## src/rtl/frontend_inst_queue.sv

```systemverilog
// Multi-port in-order instruction queue between decode and issue.
// Holed write masks are compacted on entry, and reads are clamped to the current occupancy.
module frontend_inst_queue #(
  parameter int DATA_WIDTH   = 32,
  parameter int DEPTH        = 8,
  parameter int WRITE_PORT   = 2,
  parameter int READ_PORT    = 2,
  parameter int AFULL_THRESH = DEPTH - WRITE_PORT
) (
  input  logic                                  clk,
  input  logic                                  rst,
  input  logic                                  flush_i,
  input  logic [WRITE_PORT-1:0]                 write_valid_i,
  input  logic [WRITE_PORT-1:0][DATA_WIDTH-1:0] write_data_i,
  output logic                                  write_ready_o,
  output logic [READ_PORT-1:0]                  read_valid_o,
  output logic [READ_PORT-1:0][DATA_WIDTH-1:0]  read_data_o,
  input  logic [$clog2(READ_PORT+1)-1:0]        read_num_i,
  output logic [$clog2(DEPTH+1)-1:0]            count_o,
  output logic                                  almost_full_o
);

  localparam int PTR_W = $clog2(DEPTH);
  localparam int CNT_W = $clog2(DEPTH+1);

  logic [DATA_WIDTH-1:0] mem_q [DEPTH];
  logic [DATA_WIDTH-1:0] mem_d [DEPTH];
  logic [PTR_W-1:0]      head_q, head_d;
  logic [PTR_W-1:0]      tail_q, tail_d;
  logic [CNT_W-1:0]      count_q, count_d;

  logic                  do_write;
  logic [CNT_W-1:0]      wr_cnt;
  logic [CNT_W-1:0]      rd_req;
  logic [CNT_W-1:0]      rd_n;
  logic [PTR_W-1:0]      wr_off;

  // Ready is judged on the pre-read count, so a same-cycle read never opens room.
  assign write_ready_o = int'(count_q) <= (DEPTH - WRITE_PORT);
  assign almost_full_o = int'(count_q) >= AFULL_THRESH;
  assign count_o       = count_q;
  assign do_write      = write_ready_o && (|write_valid_i) && !flush_i;
  assign wr_cnt        = do_write ? CNT_W'($countones(write_valid_i)) : '0;
  assign rd_req        = CNT_W'(read_num_i);
  assign rd_n          = (rd_req > count_q) ? count_q : rd_req;

  always_comb begin
    for (int i = 0; i < READ_PORT; i++) begin
      read_valid_o[i] = int'(count_q) > i;
      read_data_o[i]  = mem_q[head_q + PTR_W'(i)];
    end
  end

  // Valid slots land at consecutive positions from tail, skipping holes in the mask.
  always_comb begin
    mem_d  = mem_q;
    wr_off = '0;
    if (do_write) begin
      for (int i = 0; i < WRITE_PORT; i++) begin
        if (write_valid_i[i]) begin
          mem_d[tail_q + wr_off] = write_data_i[i];
          wr_off                 = wr_off + 1'b1;
        end
      end
    end
  end

  always_comb begin
    head_d  = head_q + PTR_W'(rd_n);
    tail_d  = tail_q + PTR_W'(wr_cnt);
    count_d = count_q + wr_cnt - rd_n;
    if (flush_i) begin
      head_d  = '0;
      tail_d  = '0;
      count_d = '0;
    end
  end

  always_ff @(posedge clk) begin
    if (rst) begin
      head_q  <= '0;
      tail_q  <= '0;
      count_q <= '0;
    end else begin
      head_q  <= head_d;
      tail_q  <= tail_d;
      count_q <= count_d;
    end
  end

  // Storage has no reset; pointers alone define which entries are live.
  always_ff @(posedge clk) begin
    for (int i = 0; i < DEPTH; i++) begin
      mem_q[i] <= mem_d[i];
    end
  end

endmodule

```

## config.mk

```make
export PLATFORM = sky130hd
export DESIGN_NAME = frontend_inst_queue
export DESIGN_NICKNAME = d
export VERILOG_FILES = /design/src/rtl/frontend_inst_queue.sv
export SDC_FILE = /design/constraint.sdc
export NUM_CORES = 1
export LEC_CHECK = 0
export CAP_MARGIN = 20
export CORE_MARGIN = 2
export CORE_UTILIZATION = 40
export DETAILED_ROUTE_END_ITERATION = 7
export GPL_TIMING_DRIVEN = 0
export PLACE_DENSITY = 0.67
export SETUP_SLACK_MARGIN = 0.3
export SLEW_MARGIN = 0
export SYNTH_ARGS = -nofsm -noshare
export SYNTH_HDL_FRONTEND = slang
export SYNTH_SLANG_ARGS = --single-unit
```

## constraint.sdc

```tcl
create_clock -name clk -period 131.9 [get_ports clk]
set_input_delay 26.38 -clock clk [delete_from_list [all_inputs] [get_ports clk]]
set_output_delay 26.38 -clock clk [all_outputs]
set_load 0.02 [all_outputs]
```

==> out/metrics.json, run 1 <==
{
  "run_status": {"value": "completed"},
  "portion_of_the_post_synthesis_area_used_by_sequential_elements": {"value": 42.2, "unit": "%"},
  "arrival": {"value": 3.65, "unit": "ns"},
  "grt_pass1_vias": {"value": 13000},
  "grt_pass1_wl": {"value": 84800, "unit": "um"},
  "antenna_cells_inserted": {"value": 0},
  "critPathMaxStageDelay": {"value": 0.69, "unit": "ns"},
  "kind_of_path_behind_the_tightest_hold_check": {"value": "flop to flop"},
  "core": {"value": 46400, "unit": "um^2"},
  "final-max-slew-violation-count": {"value": 0},
  "initialDrtViolationCount": {"value": 1447},
  "max_cap_violations": {"value": 0},
  "end_kind": {"value": "output pin"},
  "hold_bufs_at_cts": {"value": 0},
  "ys_async_sr_fraction": {"value": 0, "unit": "%"},
  "viasPerCell": {"value": 6.17},
  "worst_clock_skew": {"value": 0.0214, "unit": "ns"},
  "crit_path_frequent_cell": {"value": "sky130_fd_sc_hd__buf_2"},
  "power.density_cell_area": {"value": 17.4, "unit": "nW/um^2"},
  "postSynthCellCount": {"value": 1243},
  "intPower": {"value": 260, "unit": "uW"},
  "net_load_switching_power": {"value": 127, "unit": "uW"},
  "yosys_most_used_dff": {"value": "sky130_fd_sc_hd__edfxtp_1"},
  "tritoncts": {"value": "yes"},
  "path_class": {"value": "flop to output pin"},
  "drc_errors": {"value": 0},
  "synth-seq-cells": {"value": 266},
  "synthesis.nets": {"value": 1335},
  "clkLatencyLatePin": {"value": 0.53, "unit": "ns"},
  "top_level_ports": {"value": 143},
  "initial_cell_density_of_the_core": {"value": 40.3, "unit": "%"},
  "met2RoutedLength": {"value": 26700, "unit": "um"},
  "hold_violations": {"value": 0},
  "relSlewSlack": {"value": 32.0, "unit": "%"},
  "number_of_synthesized_flops_with_an_enable_pin": {"value": 256},
  "gpl.final_weighted_congestion": {"value": 0.834},
  "top_signal_layer_used": {"value": "met5"},
  "critPathLaunchType": {"value": "flop"},
  "die_height": {"value": 220, "unit": "um"},
  "via_count": {"value": 12900},
  "areaGrowthSynthToFinish": {"value": 19.0, "unit": "%"},
  "routedWlPerCell": {"value": 27.2, "unit": "um"},
  "clkPwrFrac": {"value": 24.0, "unit": "%"},
  "synth_largest_area_cell": {"value": "sky130_fd_sc_hd__edfxtp_1"},
  "netlist_top_cells_area": {"value": "sky130_fd_sc_hd__edfxtp_1 41%, sky130_fd_sc_hd__mux2_2 23%, sky130_fd_sc_hd__mux4_2 15%"},
  "clock_tree.htree_level_count": {"value": 2},
  "max-clock-path-buffers": {"value": 3},
  "synth_cell_type_count": {"value": 44},
  "yosysWarnings": {"value": 0},
  "worst_ir_drop_vdd": {"value": 10.2, "unit": "uV"},
  "wl_met3": {"value": 4780, "unit": "um"},
  "post-cts-setup-buffers": {"value": 0},
  "rsz0062_at_grt": {"value": "no"},
  "synth.cell_area": {"value": 18700, "unit": "um^2"},
  "hpwl": {"value": 37700, "unit": "um"},
  "die_footprint": {"value": 48500, "unit": "um^2"},
  "fin_setup_tns": {"value": 0, "unit": "ns"},
  "layout-drive-gt1-share": {"value": 48.2, "unit": "%"},
  "cts_root_buffer": {"value": "sky130_fd_sc_hd__clkbuf_16"},
  "grt_max_degree": {"value": 13},
  "cts-buffers-inserted": {"value": 34},
  "crit_chain": {"value": "buf_2, buf_2, clkbuf_1, mux4_2, mux2_2, clkdlybuf4s50_1"},
  "drt_pass1_iterations": {"value": 5},
  "grt-ovfl-total": {"value": 0},
  "critPathRequiredTime": {"value": 105.52, "unit": "ns"},
  "timing.critical_path.slowest_stage_cell": {"value": "sky130_fd_sc_hd__clkbuf_1"},
  "cts_num_sinks": {"value": 266},
  "seq_power_share": {"value": 33.2, "unit": "%"},
  "cts.repair.resized": {"value": 0},
  "routed_wl": {"value": 56900, "unit": "um"},
  "fin_util": {"value": 48.0, "unit": "%"},
  "post-route-min-period": {"value": 30.03, "unit": "ns"},
  "die_w": {"value": 220, "unit": "um"},
  "clock.fmax": {"value": 33.3, "unit": "MHz"},
  "area_share_of_the_leading_cell_type_in_the_synthesized_netlist": {"value": 41.1, "unit": "%"},
  "power.combinational.fraction": {"value": 42.8, "unit": "%"},
  "average_cell_area_after_synthesis": {"value": 15.0, "unit": "um^2"},
  "route.layer.met1.wl": {"value": 23800, "unit": "um"},
  "antenna_found_initial": {"value": 2},
  "global_route.usage.total": {"value": 23.6, "unit": "%"},
  "swShare": {"value": 32.8, "unit": "%"},
  "postRouteAntennaNets": {"value": 0},
  "nNetsFinal": {"value": 1555},
  "transition_time_at_the_pin_with_the_least_slew_margin": {"value": 1.02, "unit": "ns"},
  "static-leakage-power": {"value": 0.00792, "unit": "uW"},
  "clkSlewWorstSetupHoldPaths": {"value": 0.05, "unit": "ns"},
  "finalSetupViolations": {"value": 0},
  "buffer_ports.inserted": {"value": 142},
  "timing.final.crit_share": {"value": 22.8, "unit": "%"},
  "crit_path_max_fanout": {"value": 10},
  "std_cell_rows": {"value": 79}
}
cells by family after synthesis:
logic type,count (synthesis),share of synthesized area [%]
XOR/XNOR,7,0.529
buffers and inverters,126,3.31
multiplexers,644,46.7
AND/OR/NAND/NOR,107,3.72
AO/OA/AOI/OAI,72,2.01
adder cells (fa/ha/maj),21,1.53
flip-flops,266,42.2
per-layer routing:
metal	up-vias	global-route usage [%]
met4	4	7.54
met1	6702	32.1
met3	80	4.87
met5	-	0
li1	5526	-
met2	600	37.7
worst paths after layout:
check / from / end / slack (ns) / depth (start not counted)
min reg2reg: count_o[2]$_SDFF_PP0_ / head_q[2]$_SDFF_PP0_ / 0.61 / 2
max: head_q[0]$_SDFF_PP0_ / read_data_o[40] / 101.87 / 6
max reg2reg: count_o[3]$_SDFF_PP0_ / mem_q[196]$_DFFE_PN_ / 127.91 / 14
min: count_o[2]$_SDFF_PP0_ / head_q[2]$_SDFF_PP0_ / 0.61 / 2
through the flow:
stage	area [um^2]	hold WS [ns]	setup WS (ns)	power, uW	cells
4_1_cts	22200	0.624	101.92	388	2092
5_1_grt	22200	0.665	101.70	404	2093
2_1_floorplan	18700	0.572	61.63	248	1243
3_3_place_gp	20900	0.600	38.98	312	1992
3_5_place_dp	21100	0.622	101.40	296	2033
6_report	22200	0.609	101.87	387	2093
worst max-delay path, delay by kind of cell, from the launching register on:
| kind | cells | cell delay [ns] |
|---|---|---|
| muxes | 2 | 0.74 |
| buffers and inverters | 4 | 1.89 |
| DFF | 1 | 0.48 |
area by class of cell:
type | instances | area (um^2)
clock inverter | 17 | 179
clock buffer | 42 | 902
sequential | 266 | 7890
timing repair buffer | 184 | 1710
multi-input combinational | 851 | 10200
fill | 3993 | 24100
tap | 607 | 759
buffer | 112 | 567
inverter | 14 | 52.6
cell usage in the layout (no fill, tap or decap), types with 31 or more instances in the layout:
cell                              instances
sky130_fd_sc_hd__mux2_2                 388
sky130_fd_sc_hd__edfxtp_1               256
sky130_fd_sc_hd__clkdlybuf4s50_1        142
sky130_fd_sc_hd__mux4_2                 128
sky130_fd_sc_hd__buf_2                   75
sky130_fd_sc_hd__mux2i_1                 67
sky130_fd_sc_hd__a21oi_1                 67
sky130_fd_sc_hd__nor4_1                  64
sky130_fd_sc_hd__clkbuf_1                42
sky130_fd_sc_hd__clkbuf_16               35
sky130_fd_sc_hd__mux2_1                  31
power groups by stage:
stage	Combinational, uW	Sequential (uW)	Clock, uW
6_report	165	129	92.7
5_1_grt	176	131	97.0
4_1_cts	167	128	93.6
3_3_place_gp	161	151	0
2_1_floorplan	109	140	0
3_5_place_dp	166	130	0
sequential cells by signal (all words and copies together) (netlist names):
name / count
count_o: 4
head_q: 3
mem_q: 256
tail_q: 3
cells in the mapped netlist (all sizes together), types with 4 or more instances:
cell type and number:
nor4 64, dfxtp 10, nand3 4, buf 76
a21oi 67, clkbuf 36, ha 18, mux2 449
edfxtp 256, mux4 128, nor3 6, inv 14
nand2 9, mux2i 67, and2 6, xor2 5
No activity file was read; power rests on OpenSTA's default activity.
==> run 2: changes to the inputs <==
Clock period 131.9 ns to 30.4 ns, I/O delays scaled along.
==> out/metrics.json, run 2 (synthesized netlist as in run 1, its figures left out) <==
{
  "timing.final.crit_share": {"value": 32.3, "unit": "%"},
  "transition_time_at_the_pin_with_the_least_slew_margin": {"value": 1.08, "unit": "ns"},
  "rsz0062_at_grt": {"value": "no"},
  "crit_chain": {"value": "clkbuf_1, clkbuf_1, mux4_2, mux2_2, clkdlybuf4s50_1"},
  "hold_bufs_at_cts": {"value": 0},
  "cts-buffers-inserted": {"value": 31},
  "routedWlPerCell": {"value": 27.8, "unit": "um"},
  "clock_tree.htree_level_count": {"value": 1},
  "antenna_found_initial": {"value": 2},
  "top_register": {"value": "mem_q"},
  "post-route-min-period": {"value": 9.82, "unit": "ns"},
  "path_class": {"value": "flop to output pin"},
  "kind_of_path_behind_the_tightest_hold_check": {"value": "flop to flop"},
  "initial_cell_density_of_the_core": {"value": 40.3, "unit": "%"},
  "path_depth": {"value": 5},
  "most_common_cell_after_layout_fill_and_taps_aside": {"value": "sky130_fd_sc_hd__mux2_2"},
  "seqCellArea": {"value": 7890, "unit": "um^2"},
  "critical_path_buf_inv_count": {"value": 3},
  "dpl-instance-area": {"value": 21200, "unit": "um^2"},
  "clock.fmax": {"value": 102, "unit": "MHz"},
  "timing.critical_path.slowest_stage_cell": {"value": "sky130_fd_sc_hd__clkbuf_1"},
  "grt-ovfl-total": {"value": 0},
  "routed_wl": {"value": 57600, "unit": "um"},
  "critPathRequiredTime": {"value": 24.32, "unit": "ns"},
  "grt_max_degree": {"value": 16},
  "largest_register_ff_count": {"value": 256},
  "pre_cts_ws": {"value": 21.15, "unit": "ns"},
  "crit_path_frequent_cell": {"value": "sky130_fd_sc_hd__clkbuf_1"},
  "cts_root_buffer": {"value": "sky130_fd_sc_hd__clkbuf_16"},
  "final_design_area_no_fill": {"value": 22200, "unit": "um^2"},
  "nNetsFinal": {"value": 1535},
  "via_count": {"value": 12800},
  "initialDrtViolationCount": {"value": 1192},
  "grt_pass1_vias": {"value": 12800},
  "end_kind": {"value": "output pin"},
  "worstRegToRegCells": {"value": 11},
  "post-cts-setup-buffers": {"value": 0},
  "drc_errors": {"value": 0},
  "layout.cells.non_filler": {"value": 2076},
  "cts_num_sinks": {"value": 266},
  "worst_clock_skew": {"value": 0.0240, "unit": "ns"},
  "finalSetupViolations": {"value": 0},
  "placed_cells": {"value": 2017},
  "die_w": {"value": 220, "unit": "um"},
  "cts.repair.resized": {"value": 0},
  "fillCellCount": {"value": 4007},
  "power.density_cell_area": {"value": 74.4, "unit": "nW/um^2"},
  "fin_util": {"value": 47.8, "unit": "%"},
  "die_footprint": {"value": 48500, "unit": "um^2"},
  "timing.final.ws_setup": {"value": 20.58, "unit": "ns"},
  "areaGrowthSynthToFinish": {"value": 18.6, "unit": "%"},
  "top_level_ports": {"value": 143},
  "post-layout-total-power": {"value": 1650, "unit": "uW"},
  "die_height": {"value": 220, "unit": "um"},
  "max-clock-path-buffers": {"value": 3},
  "min_delay_path_depth": {"value": 2},
  "hold_violations": {"value": 0},
  "arrival": {"value": 3.74, "unit": "ns"},
  "tritoncts": {"value": "yes"},
  "multi_input_comb_area": {"value": 10200, "unit": "um^2"},
  "crit_path_max_fanout": {"value": 10},
  "drt_pass1_iterations": {"value": 5},
  "std_cell_rows": {"value": 79},
  "gpl.final_weighted_congestion": {"value": 0.842},
  "global_route.usage.total": {"value": 23.7, "unit": "%"},
  "static-leakage-power": {"value": 0.00781, "unit": "uW"},
  "critPathTopFamily": {"value": "buffers and inverters"},
  "postRouteAntennaNets": {"value": 0},
  "run_status": {"value": "completed"},
  "max_cap_violations": {"value": 0},
  "grt_pass1_wl": {"value": 84500, "unit": "um"},
  "highest_count_cells_in_the_layout_ignoring_fill_and_taps": {"value": "388 x sky130_fd_sc_hd__mux2_2, 256 x sky130_fd_sc_hd__edfxtp_1, 142 x sky130_fd_sc_hd__clkdlybuf4s50_1, 128 x sky130_fd_sc_hd__mux4_2"},
  "layout-drive-gt1-share": {"value": 47.4, "unit": "%"},
  "clkSlewWorstSetupHoldPaths": {"value": 0.06, "unit": "ns"},
  "buffer_ports.inserted": {"value": 142},
  "critPathMaxStageDelay": {"value": 0.86, "unit": "ns"},
  "hpwl": {"value": 37700, "unit": "um"},
  "relSlewSlack": {"value": 28.1, "unit": "%"},
  "clkLatencyLatePin": {"value": 0.60, "unit": "ns"},
  "viasPerCell": {"value": 6.17},
  "final-max-slew-violation-count": {"value": 0},
  "critPathLaunchType": {"value": "flop"},
  "worst_ir_drop_vdd": {"value": 42.8, "unit": "uV"},
  "core": {"value": 46400, "unit": "um^2"}
}
run 2: final timing paths:
check | to | start | slack (ns)
max reg2reg | count_o[2]$_SDFF_PP0_ | count_o[1]$_SDFF_PP0_ | 27.37
max | read_data_o[13] | head_q[1]$_SDFF_PP0_ | 20.58
min reg2reg | tail_q[0]$_SDFF_PP0_ | tail_q[0]$_SDFF_PP0_ | 0.63
min | tail_q[0]$_SDFF_PP0_ | tail_q[0]$_SDFF_PP0_ | 0.63
run 2: layout make-up:
| type | instances | share of cell area [%] |
|---|---|---|
| Clock buffer | 35 | 3.57 |
| Buffer | 112 | 2.56 |
| Sequential cell | 266 | 35.6 |
| Multi-Input combinational cell | 851 | 46.0 |
| Tap cell | 607 | 3.43 |
| Timing Repair Buffer | 167 | 7.83 |
| Antenna cell | 2 | 0.0226 |
| Clock inverter | 22 | 0.734 |
| Inverter | 14 | 0.237 |
run 2: power breakdown:
part           switching (uW)  leakage (uW)  internal, uW
clock                     162      0.000459           202
combinational             335       0.00484           389
sequential               54.5       0.00252           504
run 2: worst min-delay path: stages (launching register included):
cell                      delay, ns
sky130_fd_sc_hd__dfxtp_1       0.36
sky130_fd_sc_hd__ha_1          0.14
sky130_fd_sc_hd__and2_1        0.10
run 2: per-stage QoR:
stage          setup TNS [ns]  hold WS [ns]
2_1_floorplan               0         0.572
3_3_place_gp          -237.62         0.608
3_5_place_dp                0         0.611
4_1_cts                     0         0.631
5_1_grt                     0         0.651
6_report                    0         0.627
run 2: layer usage:
metal,up-vias,part of all wire (%),global-route usage [%]
li1,5508,-,-
met5,-,0,0
met4,0,2.6,6.60
met3,97,8.6,4.61
met2,583,48,39.2
met1,6613,41,31.6
==> edit (config.mk and constraints of run 2) <==
Change the parameter `READ_PORT` from 2 to 4.
--- a/src/rtl/frontend_inst_queue.sv
+++ b/src/rtl/frontend_inst_queue.sv
@@ -6,3 +6,3 @@
   parameter int WRITE_PORT   = 2,
-  parameter int READ_PORT    = 2,
+  parameter int READ_PORT    = 4,
   parameter int AFULL_THRESH = DEPTH - WRITE_PORT
Ports: changed (resized read_data_o, read_num_i and read_valid_o); port bits go from 143 to 210. The function was not compared with the original's and may differ.
==> edit against run 2 <==
  * Sequential power is 5.2% lower
  * Sequential cell count unchanged
  * Worst setup slack got worse by 1200 ps
  * Area after synthesis up 8.3%
  * Core utilization rose by 0.092 points
  * Synthesized cell count is 38% higher
  * Cell area up 8.2%
  * Worst hold slack gained 26 ps
  * Wire length is 31% higher
  * Count of clock-buffer cells in the layout up 9
  * Non-clock buffer count rose by 91
  * Power is 16% higher
  * Critical endpoint is now read_data_o[96]
==> edit: results (changes against run 2) <==
first-pass GRT wire length 109000 µm (+29%); NetSw 0.000715 W (+29%); CTS H-tree depth 2 (+1); placed cell count 2560 (+27%); top post-synthesis cells by area edfxtp_1, mux2_2, mux4_2; synth warn 0 (unchanged); DRT Pass-1 Iters 6 (+1); Hold Path Depth 2 (unchanged); initial antenna violation count 9 (+7); Netlist cell types 38 (-14%); share of cells above drive strength 1 0.303 (-0.172); clock period minus worst slack 10970 ps (+1150 ps); WL met1 28400 µm (+20%); placed inst area 22800 µm² (+7.6%); detailed placement HPWL 50600 µm (+34%); met3 wire len 8810 µm (+78%); nets@finish 2016 (+31%); GRT Total Usage 0.280 (+0.0433); relative slew slack 0.224 (-0.0565); Reg with most FFs mem_q; syn avg cell area 11.8 µm² (-22%); Post-Syn Nets 1810 (+36%); WP data arrival 4890 ps (+1150 ps); CTS Buffer Depth 3 (unchanged); Min-Delay Path Class reg -> reg; Clock Latency Late Sink 570 ps (-30 ps); Seq/Total Area, Yosys 0.390 (-0.0323); Setup Skew 29.3 ps (+5.30 ps); Place WS 20140 ps (-1010 ps); largest net degree at the start of global routing 14 (-2); Root Driver clkbuf_16; Max VDD drop 0.0712 mV (+66%); max FFs per register 256 (unchanged); Sw Share 0.375 (+0.0394); Post CTS Setup Buffer Count 0 (unchanged); reg2reg path depth 6 (-5); IO Port Bufs 145 (+2.1%); GPL Wtd Cong 0.923 (+9.7%); Crit Path Max Fanout 11 (+1); Fin Hold WS 653 ps (+25.7 ps); met2 WL 34900 µm (+26%); WL/cell 28.6 µm (+3.0%); cts repair resizes 0 (unchanged); Synth top cells by count mux2_2, edfxtp_1, mux2i_1, nor2_1, nand2_1; CTS Buf Count 34 (+9.7%); DRC viols 0 (unchanged); R2R Setup Slk 27190 ps (-180 ps); initial drt markers 2150 (+80%); clock group total power 0.000430 W (+18%); vias in the first global route 16386 (+28%); top layer in use met5; Comb power frac 0.497 (+0.058); reg2reg start tail_q[0]; via count 16531 (+29%); Vias/cell 6.28 (+1.9%); top_reg_cell synth edfxtp_1; outcome finished clean; Pleak 8.97 nW (+15%)
## edit: changes by cell type in the layout (fill, tap and decap cells not counted), moves of 19 or more
| cell | before | now |
|---|---|---|
| mux2i_1 | 67 | 256 |
| nor2_1 | 1 | 139 |
| mux2_2 | 388 | 257 |
| nand2_1 | 9 | 132 |
| o21ai_0 | 0 | 109 |
| a21oi_1 | 67 | 131 |
| nor4_1 | 64 | 0 |
| clkbuf_1 | 39 | 89 |
| mux2_1 | 31 | 0 |
| mux2_4 | 30 | 0 |
| clkbuf_2 | 1 | 29 |
| o21ai_1 | 0 | 19 |
## edit: final cells by class
| type | instances | area [µm²] |
|---|---|---|
| timing repair buffer | 170 | 1740 |
| fill | 4568 | 26100 |
| clock buffer | 44 | 898 |
| tap | 672 | 841 |
| buffer | 200 | 981 |
| sequential | 266 | 7890 |
| inverter | 13 | 48.8 |
| antenna | 10 | 25.0 |
| multi-input combinational | 1239 | 11300 |
| clock inverter | 18 | 234 |
## edit: routing by layer
layer,GRT usage,vias to the layer above
met5,0,-
met2,0.440,1183
met3,0.0780,217
met4,0.124,2
li1,-,6912
met1,0.361,8217
## edit: cells by family after synthesis
kind of cell | synth area share
buf+inv | 0.0509
compound gates | 0.0664
flops | 0.390
mux | 0.412
fa+ha+maj | 0.0139
simple gates | 0.0623
xor+xnor | 0.00464
## edit: worst max-delay path, stage by stage (launching register included)
cell and delay [ps]:
dfxtp_1 340, inv_2 360, buf_2 520, buf_2 500, ha_1 200, buf_1 470, clkbuf_1 860, mux4_2 460
clkdlybuf4s50_1 630
## edit: path summary, 6_finish.rpt
check | endpoint
max | read_data_o[96]
max reg2reg | mem_q[195]
min | tail_q[0]
min reg2reg | tail_q[0]
